File: src/rtl/one_wire_seq.sv
// 1-Wire transaction sequencer. It runs one reset/presence op, then writes the
// ROM command and the function command, then reads up to MAX_RD bytes. All bus
// timing is handled by an external bit engine through a valid/ready/done handshake.
//
// state   | meaning
// --------+-----------------------------------------------------------
// S_IDLE  | waiting for start; error flags from the last run are held
// S_RST   | one reset/presence op outstanding or about to be issued
// S_WROM  | writing the ROM command, LSB first
// S_WFUNC | writing the function command, LSB first
// S_READ  | reading bytes LSB first, with CRC-8 accumulated per bit
// S_FIN   | done pulse for one cycle, then back to S_IDLE
module one_wire_seq #(
  parameter int MAX_RD    = 9,
  parameter bit CRC_CHECK = 1'b1
) (
  input  logic       clk,
  input  logic       rst,
  input  logic       start,
  input  logic [7:0] rom_cmd,
  input  logic [7:0] func_cmd,
  input  logic [3:0] rd_len,
  output logic       busy,
  output logic       done,
  output logic       err_presence,
  output logic       err_crc,
  output logic [7:0] rd_data,
  output logic       rd_valid,
  output logic [1:0] eng_cmd,
  output logic       eng_wbit,
  output logic       eng_valid,
  input  logic       eng_ready,
  input  logic       eng_done,
  input  logic       eng_rbit
);

  typedef enum logic [2:0] {S_IDLE, S_RST, S_WROM, S_WFUNC, S_READ, S_FIN} state_t;

  localparam logic [3:0] MAX_LEN = 4'(MAX_RD);

  state_t     state_q, state_d;
  logic [7:0] rom_q, rom_d, func_q, func_d;
  logic [7:0] shift_q, shift_d, crc_q, crc_d, rd_data_q, rd_data_d;
  logic [3:0] len_q, len_d, byte_q, byte_d;
  logic [2:0] bit_q, bit_d;
  logic       valid_q, valid_d, pend_q, pend_d;
  logic       pres_err_q, pres_err_d, crc_err_q, crc_err_d;
  logic       rd_valid_q, rd_valid_d;

  logic       op_done, last_bit, crc_fb;
  logic [7:0] shift_nx, crc_nx;

  // eng_done only counts while an accepted op is outstanding
  assign op_done  = eng_done & pend_q;
  assign last_bit = (bit_q == 3'd7);
  assign shift_nx = {eng_rbit, shift_q[7:1]};
  assign crc_fb   = crc_q[0] ^ eng_rbit;
  assign crc_nx   = {1'b0, crc_q[7:1]} ^ (crc_fb ? 8'h8C : 8'h00);

  assign busy         = (state_q != S_IDLE) && (state_q != S_FIN);
  assign done         = (state_q == S_FIN);
  assign err_presence = pres_err_q;
  assign err_crc      = crc_err_q;
  assign rd_data      = rd_data_q;
  assign rd_valid     = rd_valid_q;
  assign eng_valid    = valid_q;

  // Op encoding follows the state; it only moves on eng_done, so it is stable while valid is held
  always_comb begin
    eng_cmd  = 2'b00;
    eng_wbit = 1'b0;
    case (state_q)
      S_WROM:  begin eng_cmd = 2'b01; eng_wbit = rom_q[bit_q];  end
      S_WFUNC: begin eng_cmd = 2'b01; eng_wbit = func_q[bit_q]; end
      S_READ:  eng_cmd = 2'b10;
      default: ;
    endcase
  end

  // Next-state, handshake and datapath updates
  always_comb begin
    state_d    = state_q;
    rom_d      = rom_q;
    func_d     = func_q;
    len_d      = len_q;
    byte_d     = byte_q;
    bit_d      = bit_q;
    shift_d    = shift_q;
    crc_d      = crc_q;
    rd_data_d  = rd_data_q;
    valid_d    = valid_q;
    pend_d     = pend_q;
    pres_err_d = pres_err_q;
    crc_err_d  = crc_err_q;
    rd_valid_d = 1'b0;

    if (valid_q && eng_ready) begin
      valid_d = 1'b0;
      pend_d  = 1'b1;
    end

    case (state_q)
      S_IDLE: begin
        if (start) begin
          rom_d      = rom_cmd;
          func_d     = func_cmd;
          len_d      = (rd_len > MAX_LEN) ? MAX_LEN : rd_len;
          byte_d     = 4'd0;
          bit_d      = 3'd0;
          shift_d    = 8'h00;
          crc_d      = 8'h00;
          pres_err_d = 1'b0;
          crc_err_d  = 1'b0;
          valid_d    = 1'b1;
          state_d    = S_RST;
        end
      end
      S_RST: begin
        if (op_done) begin
          pend_d = 1'b0;
          if (eng_rbit) begin
            pres_err_d = 1'b1;
            state_d    = S_FIN;
          end else begin
            valid_d = 1'b1;
            state_d = S_WROM;
          end
        end
      end
      S_WROM: begin
        if (op_done) begin
          pend_d  = 1'b0;
          bit_d   = bit_q + 3'd1;
          valid_d = 1'b1;
          if (last_bit) state_d = S_WFUNC;
        end
      end
      S_WFUNC: begin
        if (op_done) begin
          pend_d = 1'b0;
          bit_d  = bit_q + 3'd1;
          if (last_bit && (len_q == 4'd0)) begin
            state_d = S_FIN;
          end else begin
            valid_d = 1'b1;
            if (last_bit) state_d = S_READ;
          end
        end
      end
      S_READ: begin
        if (op_done) begin
          pend_d  = 1'b0;
          bit_d   = bit_q + 3'd1;
          shift_d = shift_nx;
          crc_d   = crc_nx;
          valid_d = 1'b1;
          if (last_bit) begin
            rd_data_d  = shift_nx;
            rd_valid_d = 1'b1;
            byte_d     = byte_q + 4'd1;
            if ((byte_q + 4'd1) == len_q) begin
              valid_d   = 1'b0;
              crc_err_d = CRC_CHECK && (len_q >= 4'd2) && (crc_nx != 8'h00);
              state_d   = S_FIN;
            end
          end
        end
      end
      S_FIN: state_d = S_IDLE;
      default: state_d = S_IDLE;
    endcase
  end

  // State register; reset abandons any outstanding op
  always_ff @(posedge clk) begin
    if (rst) begin
      state_q    <= S_IDLE;
      rom_q      <= 8'h00;
      func_q     <= 8'h00;
      len_q      <= 4'd0;
      byte_q     <= 4'd0;
      bit_q      <= 3'd0;
      shift_q    <= 8'h00;
      crc_q      <= 8'h00;
      rd_data_q  <= 8'h00;
      valid_q    <= 1'b0;
      pend_q     <= 1'b0;
      pres_err_q <= 1'b0;
      crc_err_q  <= 1'b0;
      rd_valid_q <= 1'b0;
    end else begin
      state_q    <= state_d;
      rom_q      <= rom_d;
      func_q     <= func_d;
      len_q      <= len_d;
      byte_q     <= byte_d;
      bit_q      <= bit_d;
      shift_q    <= shift_d;
      crc_q      <= crc_d;
      rd_data_q  <= rd_data_d;
      valid_q    <= valid_d;
      pend_q     <= pend_d;
      pres_err_q <= pres_err_d;
      crc_err_q  <= crc_err_d;
      rd_valid_q <= rd_valid_d;
    end
  end

endmodule
File: config.mk
export PLATFORM = sky130hd
export DESIGN_NAME = one_wire_seq
export DESIGN_NICKNAME = d
export VERILOG_FILES = /design/src/rtl/one_wire_seq.sv
export SDC_FILE = /design/constraint.sdc
export NUM_CORES = 1
export LEC_CHECK = 0
export ABC_CLOCK_PERIOD_IN_PS = 1900
export BUFFER_PORTS_ARGS = -buffer_cell sky130_fd_sc_hd__buf_2
export CAP_MARGIN = 40
export CORE_ASPECT_RATIO = 1.75
export CORE_MARGIN = 3
export CORE_UTILIZATION = 50
export CTS_CLUSTER_DIAMETER = 60
export DETAILED_ROUTE_END_ITERATION = 10
export GPL_ROUTABILITY_DRIVEN = 0
export PLACE_DENSITY = 0.75
export SYNTH_ARGS = -nofsm -noshare
export SYNTH_HDL_FRONTEND = slang
export SYNTH_SLANG_ARGS = --single-unit
File: constraint.sdc
create_clock -name clk -period 1.9 [get_ports clk]
set_input_delay 0.095 -clock clk [delete_from_list [all_inputs] [get_ports clk]]
set_output_delay 0.095 -clock clk [all_outputs]
set_load 0.02 [all_outputs]
After elaboration in Yosys (flattened, before gate mapping)
Index checks and enable logic that the tools add are counted.
{"block": "totals", "regBits": 59, "in_bits": 26, "output_inout_bits": 17, "word_cells": 121}
{"block": "classes", "addsub": 2, "n_lt_le_gt_ge": 3, "eq_ne": 19, "mux": 55, "bitwise_logic": 5, "reduce_logical": 23}
{"op": "$mux 3", "count": 13}
{"op": "$mux 8", "count": 4}
{"op": "$pmux 8 s2", "count": 2}
{"op": "$mux 1", "count": 22}
{"op": "$ne 2x2->1 const B", "count": 9}
{"op": "$mux 4", "count": 4}
{"op": "$pmux 3 s5", "count": 1}
{"op": "$eq 3x3->1 const B", "count": 3}
{"op": "$reduce_and 3->1", "count": 3}
{"op": "$reduce_and 9->1", "count": 1}
{"op": "$pmux 4 s2", "count": 1}
{"op": "$reduce_and 4->1", "count": 2}
{"op": "$reduce_bool 8->1", "count": 1}
{"op": "$xor 7x8->8", "count": 1}
{"op": "$bmux 1 s3", "count": 2}
{"op": "$eq 3x2->1 const B", "count": 2}
{"op": "$ne 3x3->1 const B", "count": 2}
{"op": "$pmux 1 s2", "count": 3}
{"op": "$pmux 3 s2", "count": 1}
{"op": "$reduce_bool 2->1", "count": 3}
{"op": "$reduce_or 3->1", "count": 2}
{"op": "$pmux 1 s5", "count": 1}
{"op": "$reduce_and 5->1", "count": 1}
{"op": "$add 4x1->4 const B", "count": 1}
{"op": "other kinds (18)", "count": 22}

Logic depth before layout (Yosys ltp)
{"block": "depth", "depth_word": 9, "ltp_mapped": 7, "mapped_depth_nobuf": 7}

Worst setup path after synthesis
No wires, ideal clock.
{"block": "synth_path", "path_type": "reg-to-reg", "startpoint": "register bit_q[1]", "endpoint": "register state_q[0]", "arrival_time_ns": 1.694, "path_slack_ns": 0.136, "path_stages_with_launch": 8, "path_cell_list": "dfxtp_1 -> ha_1 -> ha_1 -> and3_1 -> nor2_1 -> o21ai_0 -> mux2_2 -> a21oi_1"}
{"block": "synth_via", "elab_chain_cells": 5, "word_cells_on_any_way": 9, "classes_between": "eq/ne: 4; mux: 3; reduce/logical: 2"}
{"item": "from (decl)", "line_no": "45", "source": "logic [2:0] bit_q, bit_d;"}
{"item": "from (signal assigned)", "line_no": "197", "source": "bit_q <= bit_d;"}
{"item": "$eq 3x3->1 (*)", "line_no": "55", "source": "assign last_bit = (bit_q == 3'd7);"}
{"item": "via last_bit", "line_no": "50", "source": "logic op_done, last_bit, crc_fb;"}
{"item": "$logic_and 1x1->1", "line_no": "142", "source": "if (last_bit && (len_q == 4'd0)) begin"}
{"item": "$mux 3", "line_no": "142"}
{"item": "$mux 3", "line_no": "139", "source": "if (op_done) begin"}
{"item": "$pmux 3 s5", "line_no": "102", "source": "case (state_q)"}
{"item": "to (signal assigned)", "line_no": "192", "source": "state_q <= state_d;"}
{"item": "to (decl)", "line_no": "41", "source": "state_t state_q, state_d;"}
The timed path passes the listed nets; every way through them passes the cells marked *. The select of a mux whose other input is x is not followed.
A chain may end at the register's enable or synchronous reset.

Final worst setup path
{"block": "layout_path", "startpoint": "register bit_q[0]", "endpoint": "output port eng_wbit"}
{"block": "layout_via", "elab_chain_cells": 3, "word_cells_on_any_way": 5, "classes_between": "mux: 5"}
{"item": "$bmux 1 s3 (on tied branches)", "line_no": "74, 73"}
{"item": "$mux 1 (on tied branches)", "line_no": "74, 73"}
{"item": "$pmux 1 s2 (*)", "line_no": "72", "source": "case (state_q)"}
{"item": "to (decl)", "line_no": "30", "source": "output logic eng_wbit,"}
Mark *: on every way between the ends. The rest lies on a longest branch, timed or not. The select of a mux whose other input is x is not followed.

==> qor.yml <==
global_route:
  overflow: 0
  grt_pass1_wl_um: 10700
  track_usage: 0.227
  grt_start_max_net_pins: 35
  antenna_found_initial: 0
  grt_pass1_vias: 2359
clock_network:
  clk_latency_ns: 0.32
  numCtsBuffers: 9
  clkSinkCount: 58
  clockBufferDepth: 2
  htree_levels: 3
  cts_tree: "yes"
  cts-root-buf: "clkbuf_8"
  clkTransAtPathRegs_ns: 0.06
worst_setup_path:
  r2r_cells: 9
  critPathLaunchType: "flop"
  r2r-start: "bit_q[0]$_SDFFE_PP0P_"
  worst_ep_required_time_ns: 1.80
  path_cells: "mux4_2 > mux4_2 > and2_4 > buf_6"
  r2r_slack_ns: 0.04
  worstSetupPathType: "reg -> out"
  crit_top_cell: "mux4_2"
  cp_slowest_cell: "mux4_2"
  critPathMaxStageDelay_ns: 0.50
  timing.rr.end: "state_q[1]$_SDFFE_PP0P_"
  end_kind: "output pin"
  cp_max_fo: 5
  critPathTopFamily: "multiplexers"
  path_buf_inv: 1
  crit_arrival_ns: 1.95
die:
  num_io_pins: 43
  die_y_um: 102
  core_area_um2: 5020
  rows: 34
  fp.dieArea_um2: 6210
  fp.dieW_um: 60.9
  start_util: 0.525
sta:
  skew_ns: 0.00404
  worst_pin_slew_ns: 0.445
  setup_viol: 1
  finalCritPeriodShare: 1.08
  hold_violations: 0
  min_period_ns: 2.05
  slew_viol_final: 0
  hold_ws_ns: 0.0142
  fmax_ghz: 0.488
  final.setup.worst_slack_ns: -0.149
  rsz0062_at_grt: "yes"
  slew_headroom: 0.702
status:
  violations: "negative setup slack"
  status: "finished, violations left"
pwr:
  sequentialPowerShare: 0.394
  p_sw_frac: 0.319
  clock_power_share: 0.316
  switchingPower_uw: 1170
  p_per_area_nw_per_um2: 1120
  power_leakage_uw: 0.00132
  p_total_uw: 3660
  combPwrFrac: 0.289
  p_int_uw: 2490
  vdd_drop_max_mv: 0.778
route:
  drtAntennaViolNets: 0
  routed_wl_um: 6500
  drcViolationCount: 0
  initialDrtViolationCount: 168
  drt-wirelength-per-cell_um: 14.7
  vias_per_cell: 5.66
  drtPass1Iterations: 4
  dr_total_vias: 2500
layout:
  nNetsFinal: 413
  mostFrequentLayoutCells: "nand2_1 (79), dfxtp_1 (57), a21oi_1 (54), buf_2 (41)"
  syn_to_final_growth_pct: 24.1
  fillers: 434
  stdcell_area_um2: 3270
  diodes: 0
  finalNonFillerCells: 442
  drive_gt1_frac: 0.237
  layout_commonest_cell: "nand2_1"
yosys:
  ys_seq_area_frac: 0.441
  async_reset_ff_frac: 0
  ys_seq_elements: 58
  synth.distinct_cells: 39
  yosys_warnings: 0
  synth_cells: 325
  syn_area_per_cell_um2: 8.11
  synth-main-ff-cell: "dfxtp_1"
  syn-num-nets: 354
  netlist_area_um2: 2640
  synth_edf_count: 0
placement:
  portBuffers: 42
  place_area_um2: 2980
  dpl.cell_count: 420
  dp_hpwl_um: 4600
run:
  cap_viol_max_count: 0
min_path:
  hp-class: "in -> reg"
  hold_end: "func_q[5]$_SDFFE_PP0P_"
  hold_start: "func_cmd[5]"
  min_path_cells: 3
-- through the flow --
step           utilization  setup TNS (ns)  worst slack (ns)
4_1_cts              0.647          -0.164            -0.164
3_5_place_dp         0.593         -0.0875           -0.0576
3_3_place_gp         0.593        -0.00903          -0.00903
2_1_floorplan            -               0             0.136
6_report             0.652          -0.149            -0.149
5_1_grt              0.652          -0.231            -0.200
-- how the worst max path moves through the flow --
stage / cells past startpoint / start / slack [ns] / to
after global routing: 4 / bit_q[0]$_SDFFE_PP0P_ / -0.20 / eng_wbit
after detailed placement: 4 / bit_q[0]$_SDFFE_PP0P_ / -0.06 / eng_wbit
after floorplan: 7 / bit_q[1]$_SDFFE_PP0P_ / 0.14 / state_q[0]$_SDFFE_PP0P_
after global placement: 4 / bit_q[0]$_SDFFE_PP0P_ / -0.009 / eng_wbit
after CTS: 4 / bit_q[0]$_SDFFE_PP0P_ / -0.16 / eng_wbit
final: 4 / bit_q[0]$_SDFFE_PP0P_ / -0.15 / eng_wbit
-- per-layer routing --
layer | up-vias | wire length, um | global-route usage
met2 | 86 | 3480 | 0.398
met3 | 15 | 331 | 0.0518
met4 | 0 | 146 | 0.0935
met5 | - | 0 | 0
met1 | 1168 | 2550 | 0.257
li1 | 1231 | - | -
-- registers in the layout, summed over array words and instances, names as in the netlist --
| name | cells |
|---|---|
| crc_q | 8 |
| func_q | 8 |
| rd_data | 8 |
| rom_q | 8 |
| shift_q | 7 |
| byte_q | 4 |
| len_q | 4 |
| bit_q | 3 |
| state_q | 3 |
| eng_valid | 1 |
| err_crc | 1 |
| err_presence | 1 |
| pend_q | 1 |
| rd_valid | 1 |
-- final cells by class --
cell class / count / area, um^2 / share of cell area
clock inverter: 2 / 35.0 / 0.0107
multi-input combinational: 245 / 1390 / 0.425
timing repair buffer: 67 / 432 / 0.132
tap: 54 / 67.6 / 0.0207
inverter: 3 / 11.3 / 0.00344
sequential: 58 / 1160 / 0.356
clock buffer: 13 / 169 / 0.0516
-- cell usage after synthesis, drive strengths merged (4+ instances only) --
master,number,area share
nor2b,8,0.019
nand2,80,0.11
and2,5,0.012
o22ai,4,0.0095
nand3,18,0.034
mux4,5,0.048
nor2,17,0.024
o21ai,7,0.013
clkbuf,14,0.020
nand2b,7,0.017
or3,4,0.0095
a21oi,55,0.10
buf,5,0.012
dfxtp,58,0.44
xor2,4,0.013
-- tightest hold or removal path, cell delays in order --
cell and delay, ns:
buf_2 0.09, nand2_1 0.04, a21oi_1 0.05
-- logic make-up (layout without fill, tap and decap cells) --
logic type	count (synthesis)	in the layout	synth area share
mux	9	9	0.0641
buf+inv	22	85	0.0361
fa+ha+maj	3	3	0.0142
compound gates	76	76	0.158
simple gates	149	149	0.255
xor+xnor	8	8	0.0323
flops	58	58	0.441
-- power by group through the flow --
stage | Sequential [uW] | Combinational, uW | Clock [uW]
after CTS | 1440 | 1020 | 1180
after global routing | 1460 | 1160 | 1230
after global placement | 1460 | 982 | 0
after floorplan | 1410 | 683 | 0
final | 1450 | 1060 | 1160
after detailed placement | 1460 | 991 | 0
-- timing repair --
action                                  4_1_cts  5_1_grt
hold endpoints to repair                      6        0
hold buffers                                  6        0
buffers inserted                              1        0
gates cloned                                  0        0
endpoints found under the setup margin        2       16
pin swaps                                     1        1
gates resized for setup                      10        8
Note: power is estimated with default switching activity, not from simulation.
